===== config.mk =====
export PLATFORM = sky130hd
export DESIGN_NAME = core_lsu_flat
export DESIGN_NICKNAME = d
export VERILOG_FILES = /design/src/rtl/i2d_core_defines.sv /design/src/rtl/wishbone.sv /design/src/rtl/core_lsu_tagfifo.sv /design/src/rtl/core_lsu.sv /design/src/flat_wrapper.sv
export SDC_FILE = /design/constraint.sdc
export NUM_CORES = 1
export LEC_CHECK = 0
export ABC_CLOCK_PERIOD_IN_PS = 3900
export CORE_MARGIN = 4
export CORE_UTILIZATION = 42
export CTS_CLUSTER_SIZE = 20
export DETAILED_ROUTE_END_ITERATION = 8
export GPL_TIMING_DRIVEN = 1
export PLACE_DENSITY = 0.76
export SLEW_MARGIN = 15
export SYNTH_ARGS = -nofsm -noshare
export SYNTH_HDL_FRONTEND = slang
export SYNTH_SLANG_ARGS = --single-unit

===== constraint.sdc =====
create_clock -name clk -period 3.9 [get_ports clk]
set_input_delay 0.78 -clock clk [delete_from_list [all_inputs] [get_ports clk]]
set_output_delay 0.78 -clock clk [all_outputs]
set_load 0.01 [all_outputs]

===== src/rtl/i2d_core_defines.sv =====
// Shared core type definitions: load/store unit opcodes, access sizes and response tag.
package i2d_core_defines;

    typedef enum logic {
        LSUOP_R = 1'b0,
        LSUOP_W = 1'b1
    } lsu_op_t;

    typedef enum logic [1:0] {
        LSU_B = 2'd0,
        LSU_H = 2'd1,
        LSU_W = 2'd2,
        LSU_D = 2'd3
    } lsu_size_t;

    localparam int unsigned LSU_OFF_W = 3;

    typedef struct packed {
        lsu_op_t                op;
        lsu_size_t              size;
        logic                   sgn;
        logic [LSU_OFF_W-1:0]   off;
    } lsu_tag_t;

    // Mask a right-aligned load to its access size and zero- or sign-extend it.
    function automatic logic [63:0] lsu_extend(input logic [63:0] d, input lsu_size_t sz,
                                               input logic sgn);
        logic [63:0] r;
        r = d;
        case (sz)
            LSU_B:   r = sgn ? {{56{d[7]}}, d[7:0]}   : {56'd0, d[7:0]};
            LSU_H:   r = sgn ? {{48{d[15]}}, d[15:0]} : {48'd0, d[15:0]};
            LSU_W:   r = sgn ? {{32{d[31]}}, d[31:0]} : {32'd0, d[31:0]};
            default: r = d;
        endcase
        return r;
    endfunction

endpackage


===== src/rtl/wishbone.sv =====
// Pipelined Wishbone bus bundle with master and slave views.
interface wishbone #(
    parameter int unsigned DW = 32,
    parameter int unsigned AW = 32
);
    logic            cyc;
    logic            stb;
    logic            we;
    logic [DW/8-1:0] sel;
    logic [AW-1:0]   adr;
    logic [DW-1:0]   dat_mo;
    logic [DW-1:0]   dat_so;
    logic            ack;
    logic            err;
    logic            stall;

    modport pl_master (output cyc, stb, we, sel, adr, dat_mo,
                       input  dat_so, ack, err, stall);
    modport pl_slave  (input  cyc, stb, we, sel, adr, dat_mo,
                       output dat_so, ack, err, stall);
endinterface


===== src/rtl/core_lsu_tagfifo.sv =====
// Circular FIFO holding the response tags of issued, not yet acknowledged bus requests.
module core_lsu_tagfifo #(
    parameter int unsigned DEPTH = 2,
    parameter int unsigned TW    = 7
) (
    input  logic                         clk_i,
    input  logic                         rst_ni,
    input  logic                         push_i,
    input  logic                         pop_i,
    input  logic [TW-1:0]                wdata_i,
    output logic [TW-1:0]                rdata_o,
    output logic                         full_o,
    output logic                         empty_o,
    output logic [$clog2(DEPTH+1)-1:0]   count_o
);
    localparam int unsigned PW = (DEPTH > 1) ? $clog2(DEPTH) : 1;
    localparam int unsigned CW = $clog2(DEPTH+1);

    logic [TW-1:0] mem_q [DEPTH];
    logic [PW-1:0] wr_ptr_q, wr_ptr_d, rd_ptr_q, rd_ptr_d;
    logic [CW-1:0] count_q, count_d;
    logic          full_q, full_d, empty_q, empty_d;
    logic          do_push, do_pop;

    function automatic logic [PW-1:0] ptr_inc(input logic [PW-1:0] p);
        return (p == PW'(DEPTH-1)) ? '0 : p + PW'(1);
    endfunction

    assign do_push = push_i && !full_q;
    assign do_pop  = pop_i && !empty_q;

    always_comb begin
        wr_ptr_d = do_push ? ptr_inc(wr_ptr_q) : wr_ptr_q;
        rd_ptr_d = do_pop  ? ptr_inc(rd_ptr_q) : rd_ptr_q;
        count_d  = count_q + CW'(do_push) - CW'(do_pop);
        full_d   = (count_d == CW'(DEPTH));
        empty_d  = (count_d == '0);
    end

    always_ff @(posedge clk_i or negedge rst_ni) begin
        if (!rst_ni) begin
            wr_ptr_q <= '0;
            rd_ptr_q <= '0;
            count_q  <= '0;
            full_q   <= 1'b0;
            empty_q  <= 1'b1;
        end else begin
            wr_ptr_q <= wr_ptr_d;
            rd_ptr_q <= rd_ptr_d;
            count_q  <= count_d;
            full_q   <= full_d;
            empty_q  <= empty_d;
        end
    end

    // Storage needs no reset: entries are only read once the pointers say they were written.
    always_ff @(posedge clk_i) begin
        if (do_push) mem_q[wr_ptr_q] <= wdata_i;
    end

    assign rdata_o = mem_q[rd_ptr_q];
    assign full_o  = full_q;
    assign empty_o = empty_q;
    assign count_o = count_q;
endmodule


===== src/rtl/core_lsu.sv =====
// Load/store unit: turns core load/store requests into pipelined Wishbone cycles
// and returns in-order, aligned and extended responses.
module core_lsu
    import i2d_core_defines::*;
#(
    parameter int unsigned DW    = 32,
    parameter int unsigned AW    = 32,
    parameter int unsigned DEPTH = 2
) (
    input  logic           clk,
    input  logic           rst,
    input  logic           req_valid,
    output logic           req_ready,
    input  lsu_op_t        req_op,
    input  lsu_size_t      req_size,
    input  logic           req_signed,
    input  logic [AW-1:0]  req_addr,
    input  logic [DW-1:0]  req_wdata,
    output logic           rsp_valid,
    output logic [DW-1:0]  rsp_data,
    output logic           rsp_err,
    output logic           lsu_busy,
    wishbone.pl_master     bus
);
    localparam int unsigned SW   = DW/8;
    localparam int unsigned OFFW = $clog2(SW);
    localparam int unsigned CW   = $clog2(DEPTH+1);
    localparam int unsigned OW   = CW + 1;
    localparam int unsigned TW   = $bits(lsu_tag_t);

    logic            stb_q, stb_d, we_q, we_d, cyc_q, cyc_d;
    logic [SW-1:0]   sel_q, sel_d, sel_c;
    logic [AW-1:0]   adr_q, adr_d;
    logic [DW-1:0]   dat_mo_q, dat_mo_d;
    lsu_tag_t        tag_q, tag_d, tag_c, head_c;
    logic            mis_pend_q, mis_pend_d, mis_c;
    logic            rsp_valid_q, rsp_valid_d, rsp_err_q, rsp_err_d;
    logic [DW-1:0]   rsp_data_q, rsp_data_d, ld_shift_c, ld_c;
    logic [OFFW-1:0] req_off, head_off;
    logic [TW-1:0]   fifo_rdata;
    logic            fifo_full, fifo_empty;
    logic [CW-1:0]   count, cnt_nxt_c;
    logic            accept_c, issue_c, pop_c;

    assign req_off  = req_addr[OFFW-1:0];
    assign head_c   = lsu_tag_t'(fifo_rdata);
    assign head_off = OFFW'(head_c.off);

    // Request decode: alignment check, byte-lane select and tag to carry with the cycle.
    always_comb begin
        mis_c = 1'b0;
        sel_c = '0;
        case (req_size)
            LSU_B: sel_c = SW'(1) << req_off;
            LSU_H: begin
                mis_c = req_addr[0];
                sel_c = SW'(3) << req_off;
            end
            LSU_W: begin
                mis_c = (req_addr[1:0] != 2'b00);
                sel_c = SW'(4'hF) << req_off;
            end
            default: begin
                mis_c = (DW != 64) || (req_addr[2:0] != 3'b000);
                sel_c = '1;
            end
        endcase
        tag_c.op   = req_op;
        tag_c.size = req_size;
        tag_c.sgn  = req_signed;
        tag_c.off  = LSU_OFF_W'(req_off);
    end

    // The registered stb counts against DEPTH so the FIFO can never overflow.
    assign req_ready = ((OW'(count) + OW'(stb_q)) < OW'(DEPTH)) && !fifo_full
                       && !(stb_q && bus.stall) && !mis_pend_q
                       && (!mis_c || (count == '0 && !stb_q));
    assign accept_c  = req_valid && req_ready;
    assign issue_c   = stb_q && !bus.stall;
    assign pop_c     = (bus.ack || bus.err) && !fifo_empty;
    assign cnt_nxt_c = count + CW'(issue_c) - CW'(pop_c);

    assign ld_shift_c = bus.dat_so >> {head_off, 3'b000};
    assign ld_c       = DW'(lsu_extend(64'(ld_shift_c), head_c.size, head_c.sgn));

    always_comb begin
        stb_d    = stb_q;
        we_d     = we_q;
        sel_d    = sel_q;
        adr_d    = adr_q;
        dat_mo_d = dat_mo_q;
        tag_d    = tag_q;
        if (!(stb_q && bus.stall)) begin
            stb_d = accept_c && !mis_c;
            if (accept_c && !mis_c) begin
                we_d     = (req_op == LSUOP_W);
                sel_d    = sel_c;
                adr_d    = req_addr;
                dat_mo_d = (req_op == LSUOP_W) ? (req_wdata << {req_off, 3'b000}) : '0;
                tag_d    = tag_c;
            end
        end
        mis_pend_d  = accept_c && mis_c;
        cyc_d       = stb_d || (cnt_nxt_c != '0);
        rsp_valid_d = pop_c || mis_pend_q;
        rsp_err_d   = mis_pend_q || (pop_c && bus.err);
        rsp_data_d  = '0;
        if (pop_c && !bus.err && head_c.op == LSUOP_R) rsp_data_d = ld_c;
    end

    always_ff @(posedge clk or negedge rst) begin
        if (!rst) begin
            stb_q       <= 1'b0;
            we_q        <= 1'b0;
            cyc_q       <= 1'b0;
            sel_q       <= '0;
            adr_q       <= '0;
            dat_mo_q    <= '0;
            tag_q       <= '0;
            mis_pend_q  <= 1'b0;
            rsp_valid_q <= 1'b0;
            rsp_err_q   <= 1'b0;
            rsp_data_q  <= '0;
        end else begin
            stb_q       <= stb_d;
            we_q        <= we_d;
            cyc_q       <= cyc_d;
            sel_q       <= sel_d;
            adr_q       <= adr_d;
            dat_mo_q    <= dat_mo_d;
            tag_q       <= tag_d;
            mis_pend_q  <= mis_pend_d;
            rsp_valid_q <= rsp_valid_d;
            rsp_err_q   <= rsp_err_d;
            rsp_data_q  <= rsp_data_d;
        end
    end

    core_lsu_tagfifo #(.DEPTH(DEPTH), .TW(TW)) u_tagfifo (
        .clk_i   (clk),
        .rst_ni  (rst),
        .push_i  (issue_c),
        .pop_i   (pop_c),
        .wdata_i (tag_q),
        .rdata_o (fifo_rdata),
        .full_o  (fifo_full),
        .empty_o (fifo_empty),
        .count_o (count)
    );

    assign bus.cyc    = cyc_q;
    assign bus.stb    = stb_q;
    assign bus.we     = we_q;
    assign bus.sel    = sel_q;
    assign bus.adr    = adr_q;
    assign bus.dat_mo = dat_mo_q;
    assign rsp_valid  = rsp_valid_q;
    assign rsp_err    = rsp_err_q;
    assign rsp_data   = rsp_data_q;
    assign lsu_busy   = stb_q || (count != '0);
endmodule


===== src/flat_wrapper.sv =====
// flat-port wrapper written by rule: the top's interface ports become plain ports
module core_lsu_flat import i2d_core_defines::*;
#(
    parameter int unsigned DW    = 32,
    parameter int unsigned AW    = 32,
    parameter int unsigned DEPTH = 2
)
  (clk, rst, req_valid, req_ready, req_op, req_size, req_signed, req_addr, req_wdata, rsp_valid, rsp_data, rsp_err, lsu_busy, bus_cyc, bus_stb, bus_we, bus_sel, bus_adr, bus_dat_mo, bus_dat_so, bus_ack, bus_err, bus_stall);
  wishbone #(.DW(DW), .AW(AW)) bus_i ();
  input  logic clk;
  input  logic rst;
  input  logic req_valid;
  output logic req_ready;
  input  lsu_op_t req_op;
  input  lsu_size_t req_size;
  input  logic req_signed;
  input  logic [AW-1:0] req_addr;
  input  logic [DW-1:0] req_wdata;
  output logic rsp_valid;
  output logic [DW-1:0] rsp_data;
  output logic rsp_err;
  output logic lsu_busy;
  output wire logic [$bits(bus_i.cyc)-1:0] bus_cyc;
  output wire logic [$bits(bus_i.stb)-1:0] bus_stb;
  output wire logic [$bits(bus_i.we)-1:0] bus_we;
  output wire logic [$bits(bus_i.sel)-1:0] bus_sel;
  output wire logic [$bits(bus_i.adr)-1:0] bus_adr;
  output wire logic [$bits(bus_i.dat_mo)-1:0] bus_dat_mo;
  input wire logic [$bits(bus_i.dat_so)-1:0] bus_dat_so;
  input wire logic [$bits(bus_i.ack)-1:0] bus_ack;
  input wire logic [$bits(bus_i.err)-1:0] bus_err;
  input wire logic [$bits(bus_i.stall)-1:0] bus_stall;
  assign bus_cyc = bus_i.cyc;
  assign bus_stb = bus_i.stb;
  assign bus_we = bus_i.we;
  assign bus_sel = bus_i.sel;
  assign bus_adr = bus_i.adr;
  assign bus_dat_mo = bus_i.dat_mo;
  assign bus_i.dat_so = bus_dat_so;
  assign bus_i.ack = bus_ack;
  assign bus_i.err = bus_err;
  assign bus_i.stall = bus_stall;
  core_lsu #(.DW(DW), .AW(AW), .DEPTH(DEPTH)) u_core (.clk(clk), .rst(rst), .req_valid(req_valid), .req_ready(req_ready), .req_op(req_op), .req_size(req_size), .req_signed(req_signed), .req_addr(req_addr), .req_wdata(req_wdata), .rsp_valid(rsp_valid), .rsp_data(rsp_data), .rsp_err(rsp_err), .lsu_busy(lsu_busy), .bus(bus_i));
endmodule

==> reports/metrics.csv, run 1 <==
stage,metric,value,unit
yosys,syn-cell-area,5830,sq um
yosys,synth_top_area_cell,dfrtp_1,
floorplanning,start_util,43.5,%
yosys,ys_warn_count,0,
timing,slew_headroom,49.1,%
clocking,cts_tree,built,
pwr,power.density,645,nW/um^2
hold_path,holdCritPathClass,in2async,
cells_and_area,diodes,0,
detailed_routing,routedWlPerCell,17.8,um
yosys,yosys.area.top_type_share,48.9,%
floorplanning,core.rowCount,42,
yosys,synth_nets,692,
pwr,peakVddDrop,0.000344,V
critical_path,ff2ff_setup_slack,1010,ps
timing,rsz0062_at_grt,false,
cells_and_area,fill_cells,1091,
cells_and_area,final_layout_size_suffix_gt1_share,7.44,%
global_route,grt_pass1_vias,5327,
yosys,synth-seq-cells,127,
timing,finalHoldViolCount,0,
outcome,outcome,"complete, no violations",
clocking,cts_htree_levels,4,
detailed_routing,vias,5070,
yosys,ys_types,45,
timing,finalCriticalPeriod,3450,ps
global_route,grt_max_degree,77,
cells_and_area,layoutNonFillerInstCount,969,
cells_and_area,final_cell_mix,"clkdlybuf4s50_1, nand2_1, dfrtp_1",
clocking,clk_latency,410,ps
clocking,clkTransAtPathRegs,50,ps
clocking,cts_resized,0,
critical_path,arrival,2670,ps
timing,fmaxAchievable,0.290,GHz
timing,fin_tns_setup,0,ps
floorplanning,io_pins,213,
floorplanning,fp.dieW,126,um
critical_path,start_kind,input pin,
run,drv_cap,0,
global_route,grt_overflow,0,
detailed_routing,drc_errors,0,
yosys,synth_area_leaders,"dfrtp_1, nand2_1, edfxtp_1",
clocking,numClockSinks,127,
global_route,gr-usage-all-layers,21.8,%
clocking,clock_path_buffers,2,
timing,period_share,88.4,%
detailed_routing,drt_iter0_drc,317,
clocking,cts_inserted_buffers,17,
detailed_routing,viasPerCell,5.23,
placed_design,io_buffers,212,
floorplanning,die_h,126,um
floorplanning,dieArea,15800,sq um
critical_path,cp_max_fo,3,
critical_path,cp.required,3120,ps
timing,finalMaxSlewViolations,0,
yosys,avgSynthCellArea,10.1,sq um
clocking,ctsHoldBuffers,0,
detailed_routing,ant_nets,0,
global_route,grt_pass1_wl,27.6,mm
critical_path,endpoint_kind,output pin,
critical_path,crit_type,in2out,
yosys,synthCells,579,
detailed_routing,wl,17.3,mm
placed_design,gp_congestion,0.939,
cells_and_area,fin_nets,893,
floorplanning,core-area,13400,sq um
clocking,root_buffer,clkbuf_16,
timing,finalClockSkew,9.28,ps
yosys,yosysSeqAreaShare,55.5,%
cells_and_area,multi_input_area,2380,sq um
cells_and_area,final_common_cell,clkdlybuf4s50_1,
global_route,antenna_found_initial,0,
cells_and_area,syn_to_final_growth,48.0,%
placed_design,placed_cells,937,
cells_and_area,seqCellArea,3240,sq um
detailed_routing,first_pass_iters,5,
placed_design,dp_hpwl,12.7,mm
timing,worst_pin_slew,764,ps
timing,setup_viol,0,
pwr,p_leak,3.88,nW
clocking,cts_setup_buffers,0,
## stage by stage
stage	setup WS, ps	utilization (%)	area, sq um	hold slack, ps	total power (W)
after CTS	453	64.4	8630	320	0.00562
after detailed placement	475	60.2	8070	457	0.00411
final	451	64.4	8630	318	0.00557
after floorplan	1580	-	5830	442	0.00301
after global placement	596	60.2	8070	455	0.00403
after global routing	393	64.4	8630	346	0.00590
## registers in the layout, summed over array words and instances (netlist names)
| register | count |
|---|---|
| u_core.u_tagfifo.wr_ptr_q | 1 |
| u_core.bus.dat_mo | 32 |
| u_core.rsp_data | 32 |
| u_core.u_tagfifo.empty_o | 1 |
| u_core.rsp_err | 1 |
| u_core.bus.cyc | 1 |
| u_core.mis_pend_q | 1 |
| u_core.u_tagfifo.mem_q | 12 |
| u_core.u_tagfifo.count_o | 2 |
| u_core.bus.stb | 1 |
| u_core.u_tagfifo.rd_ptr_q | 1 |
| u_core.bus.sel | 4 |
| u_core.u_tagfifo.full_o | 1 |
| u_core.rsp_valid | 1 |
| u_core.bus.we | 1 |
| u_core.bus.adr | 32 |
| u_core.tag_q | 3 |
## per-layer routing
metal  part of all wire, %  up-vias  track usage (%)
li1                      -     2388                -
met1                    38     2415             25.1
met2                    48      239             36.0
met3                    11       28             10.5
met4                   1.8        0             7.19
met5                     0        -                0
## Yosys cell counts (all sizes together)
| cell type | n |
|---|---|
| o32ai | 1 |
| o21ai | 24 |
| a21o | 1 |
| a21oi | 12 |
| and3 | 3 |
| nor2b | 13 |
| nand4bb | 1 |
| nor3 | 3 |
| o21a | 1 |
| a22o | 9 |
| nand4b | 1 |
| xnor2 | 6 |
| dfstp | 1 |
| nor4b | 1 |
| nand2b | 5 |
| nand3 | 9 |
| o2bb2ai | 8 |
| and3b | 1 |
| nor2 | 17 |
| o2111ai | 8 |
| mux2i | 36 |
| edfxtp | 12 |
| nand2 | 189 |
| mux2 | 8 |
| ha | 7 |
| buf | 17 |
| dfrtp | 114 |
| inv | 7 |
| o21bai | 1 |
| or2 | 1 |
| o22ai | 3 |
| o221ai | 8 |
| o211ai | 9 |
| or3 | 2 |
| a211oi | 14 |
| nor3b | 2 |
| clkbuf | 24 |
## critical path, cell delays in order
cell and delay [ps]:
clkdlybuf4s50_1 530, inv_1 90, ha_1 230, a21oi_1 170
o21bai_1 120, a21oi_1 190, clkdlybuf4s50_1 570
## area by class of cell
cell class / count / share of cell area (%)
Inverter: 7 / 0.304
Sequential cell: 127 / 37.5
Multi-Input combinational cell: 404 / 27.6
Timing Repair Buffer: 223 / 25.5
Clock buffer: 23 / 5.54
Tap cell: 176 / 2.55
Clock inverter: 9 / 0.986
## power breakdown
| group | switching, W | internal, W |
|---|---|---|
| registers | 0.000270 | 0.00175 |
| clock network | 0.000567 | 0.000925 |
| logic | 0.000996 | 0.00106 |
## logic make-up (layout without fill, tap and decap cells)
group / Yosys count / count (layout) / synth area share, %
buffers and inverters: 48 / 262 / 3.82
multiplexers: 44 / 44 / 8.15
adder cells (fa/ha/maj): 7 / 7 / 1.50
AND/OR/NAND/NOR: 248 / 248 / 17.8
AO/OA/AOI/OAI: 99 / 99 / 12.3
flip-flops: 127 / 127 / 55.5
XOR/XNOR: 6 / 6 / 0.901
## worst paths after layout
kind	from	endpoint	cells past startpoint
setup reg to reg	u_core.u_tagfifo.rd_ptr_q	u_core.rsp_data[24]	5
hold / removal	rst	u_core.rsp_data[16]	1
max in group asynchronous	rst	u_core.bus.adr[4]	2
min in group clk	u_core.bus.sel[1]	u_core.bus.sel[1]	2
hold reg to reg	u_core.bus.sel[1]	u_core.bus.sel[1]	2
setup / recovery	req_size[0]	req_ready	7
(Power assumes the default switching activity.)
==> inputs of run 2 (changes only) <==
Settings changed: CELL_PAD_IN_SITES_DETAIL_PLACEMENT from default to 1, CELL_PAD_IN_SITES_GLOBAL_PLACEMENT from default to 1, CORE_UTILIZATION 42 to 36, PLACE_DENSITY 0.76 to 0.94.
==> reports/metrics.csv, run 2 (synthesis gave the netlist of run 1 again) <==
stage,metric,value,unit,change
clocking,clkTransAtPathRegs,60,ps,about the same
clocking,cts_resized,0,,unchanged
floorplanning,die_h,135,um,+7.5%
floorplanning,fp.dieW,135,um,+7.5%
clocking,clock_path_buffers,2,,unchanged
timing,rsz0062_at_grt,false,,
placed_design,gp_congestion,0.857,,-8.8%
global_route,grt_pass1_wl,32.8,mm,+19%
detailed_routing,viasPerCell,5.19,,-0.74%
detailed_routing,drc_errors,0,,unchanged
global_route,antenna_found_initial,0,,unchanged
critical_path,start_kind,input pin,,
cells_and_area,final_layout_size_suffix_gt1_share,7.70,%,+0.26 points
cells_and_area,final_common_cell,clkdlybuf4s50_1,,
cells_and_area,syn_to_final_growth,49.6,%,
detailed_routing,drt_iter0_drc,169,,-47%
pwr,p_leak,3.90,nW,+0.57%
detailed_routing,ant_nets,0,,unchanged
global_route,grt_max_degree,71,,-7.8%
global_route,grt_overflow,0,,unchanged
critical_path,crit_type,in2out,,
timing,finalHoldViolCount,0,,unchanged
critical_path,cp_max_fo,5,,+2
critical_path,arrival,2740,ps,+70 ps
cells_and_area,final_cell_mix,"clkdlybuf4s50_1, nand2_1, dfrtp_1",,
hold_path,holdCritPathClass,in2async,,
detailed_routing,wl,20.9,mm,+21%
timing,fmaxAchievable,0.284,GHz,-1.9%
pwr,peakVddDrop,0.000333,V,-3.0%
critical_path,cp.required,3120,ps,about the same
detailed_routing,routedWlPerCell,20.7,um,+16%
timing,finalMaxSlewViolations,0,,unchanged
timing,worst_pin_slew,740,ps,-24.3 ps
clocking,cts_inserted_buffers,17,,unchanged
clocking,root_buffer,clkbuf_16,,
detailed_routing,vias,5235,,+3.3%
timing,fin_tns_setup,0,ps,unchanged
critical_path,endpoint_kind,output pin,,
timing,period_share,90.2,%,+1.7 points
clocking,ctsHoldBuffers,0,,unchanged
global_route,grt_pass1_vias,5922,,+11%
cells_and_area,fin_nets,892,,-0.11%
placed_design,io_buffers,212,,unchanged
timing,setup_viol,0,,unchanged
floorplanning,dieArea,18300,sq um,+16%
timing,finalClockSkew,13.6,ps,+4.33 ps
placed_design,placed_cells,976,,+4.2%
floorplanning,core-area,15900,sq um,+19%
global_route,gr-usage-all-layers,23.3,%,+1.5 points
cells_and_area,diodes,0,,unchanged
clocking,cts_setup_buffers,0,,unchanged
pwr,power.density,660,nW/um^2,+2.3%
detailed_routing,first_pass_iters,4,,-1
clocking,cts_htree_levels,4,,unchanged
clocking,numClockSinks,127,,unchanged
floorplanning,core.rowCount,46,,+9.5%
run,drv_cap,0,,unchanged
floorplanning,io_pins,213,,unchanged
placed_design,dp_hpwl,15.0,mm,+18%
clocking,cts_tree,built,,
timing,slew_headroom,50.6,%,+1.5 points
cells_and_area,final_core_util,54.9,%,-9.5 points
cells_and_area,layoutNonFillerInstCount,1008,,+4.0%
floorplanning,start_util,36.7,%,-6.8 points
timing,finalCriticalPeriod,3520,ps,+67.2 ps
outcome,outcome,"complete, no violations",,
clocking,clk_latency,420,ps,about the same
-- run 2: cell types whose count changed in the layout (fill, tap and decap cells not counted) --
cell and delta:
buf_4 -3, clkbuf_1 -3, inv_6 +1, clkbuf_8 -1, inv_4 +2, bufinv_16 +1, buf_12 +2
-- run 2: area by class of cell --
type	count	area (sq um)
Fill cell	1728	7160
Clock inverter	13	136
Sequential cell	127	3240
Timing Repair Buffer	222	2220
Multi-Input combinational cell	404	2380
Inverter	7	26.3
Tap cell	216	270
Clock buffer	19	453
-- run 2: through the flow --
step | hold WS [ps] | cell area (sq um) | power (W) | worst slack (ps)
3_3_place_gp | 452 | 8140 | 0.00406 | 487
4_1_cts | 388 | 8730 | 0.00583 | 373
2_1_floorplan | 442 | 5830 | 0.00301 | 1580
6_report | 374 | 8730 | 0.00576 | 384
3_5_place_dp | 466 | 8140 | 0.00418 | 411
5_1_grt | 418 | 8730 | 0.00609 | 317
-- run 2: path summary, 6_finish.rpt --
| kind | startpoint | end | slack [ps] | cells after the start |
|---|---|---|---|---|
| max | req_size[0] | req_ready | 380 | 7 |
| min | rst | u_core.rsp_data[31] | 370 | 1 |
| max reg2reg | u_core.u_tagfifo.rd_ptr_q | u_core.rsp_data[31] | 980 | 5 |
| min reg2reg | u_core.bus.sel[3] | u_core.bus.sel[3] | 470 | 2 |
| max in group asynchronous | rst | u_core.u_tagfifo.empty_o | 2710 | 2 |
| min in group clk | u_core.bus.sel[3] | u_core.bus.sel[3] | 470 | 2 |
-- run 2: worst max-delay path, cell delays in order --
cell and delay [ps]:
clkdlybuf4s50_1 520, inv_1 70, ha_1 230, a21oi_1 160, o21bai_1 200, a21oi_1 210
clkdlybuf4s50_1 560
-- run 2: power by group --
group	switching [W]	internal, W	total [W]
clock	0.000623	0.000975	0.00160
combinational	0.00106	0.00107	0.00212
sequential	0.000289	0.00175	0.00204
-- run 2: routing by layer --
layer  up-vias  global-route usage, %  wire length, um
met5         -                      0                0
met4         0                   10.2              638
met3        38                   9.21             1880
met2       207                   40.2            10600
met1      2608                   25.5             7770
li1       2382                      -                -
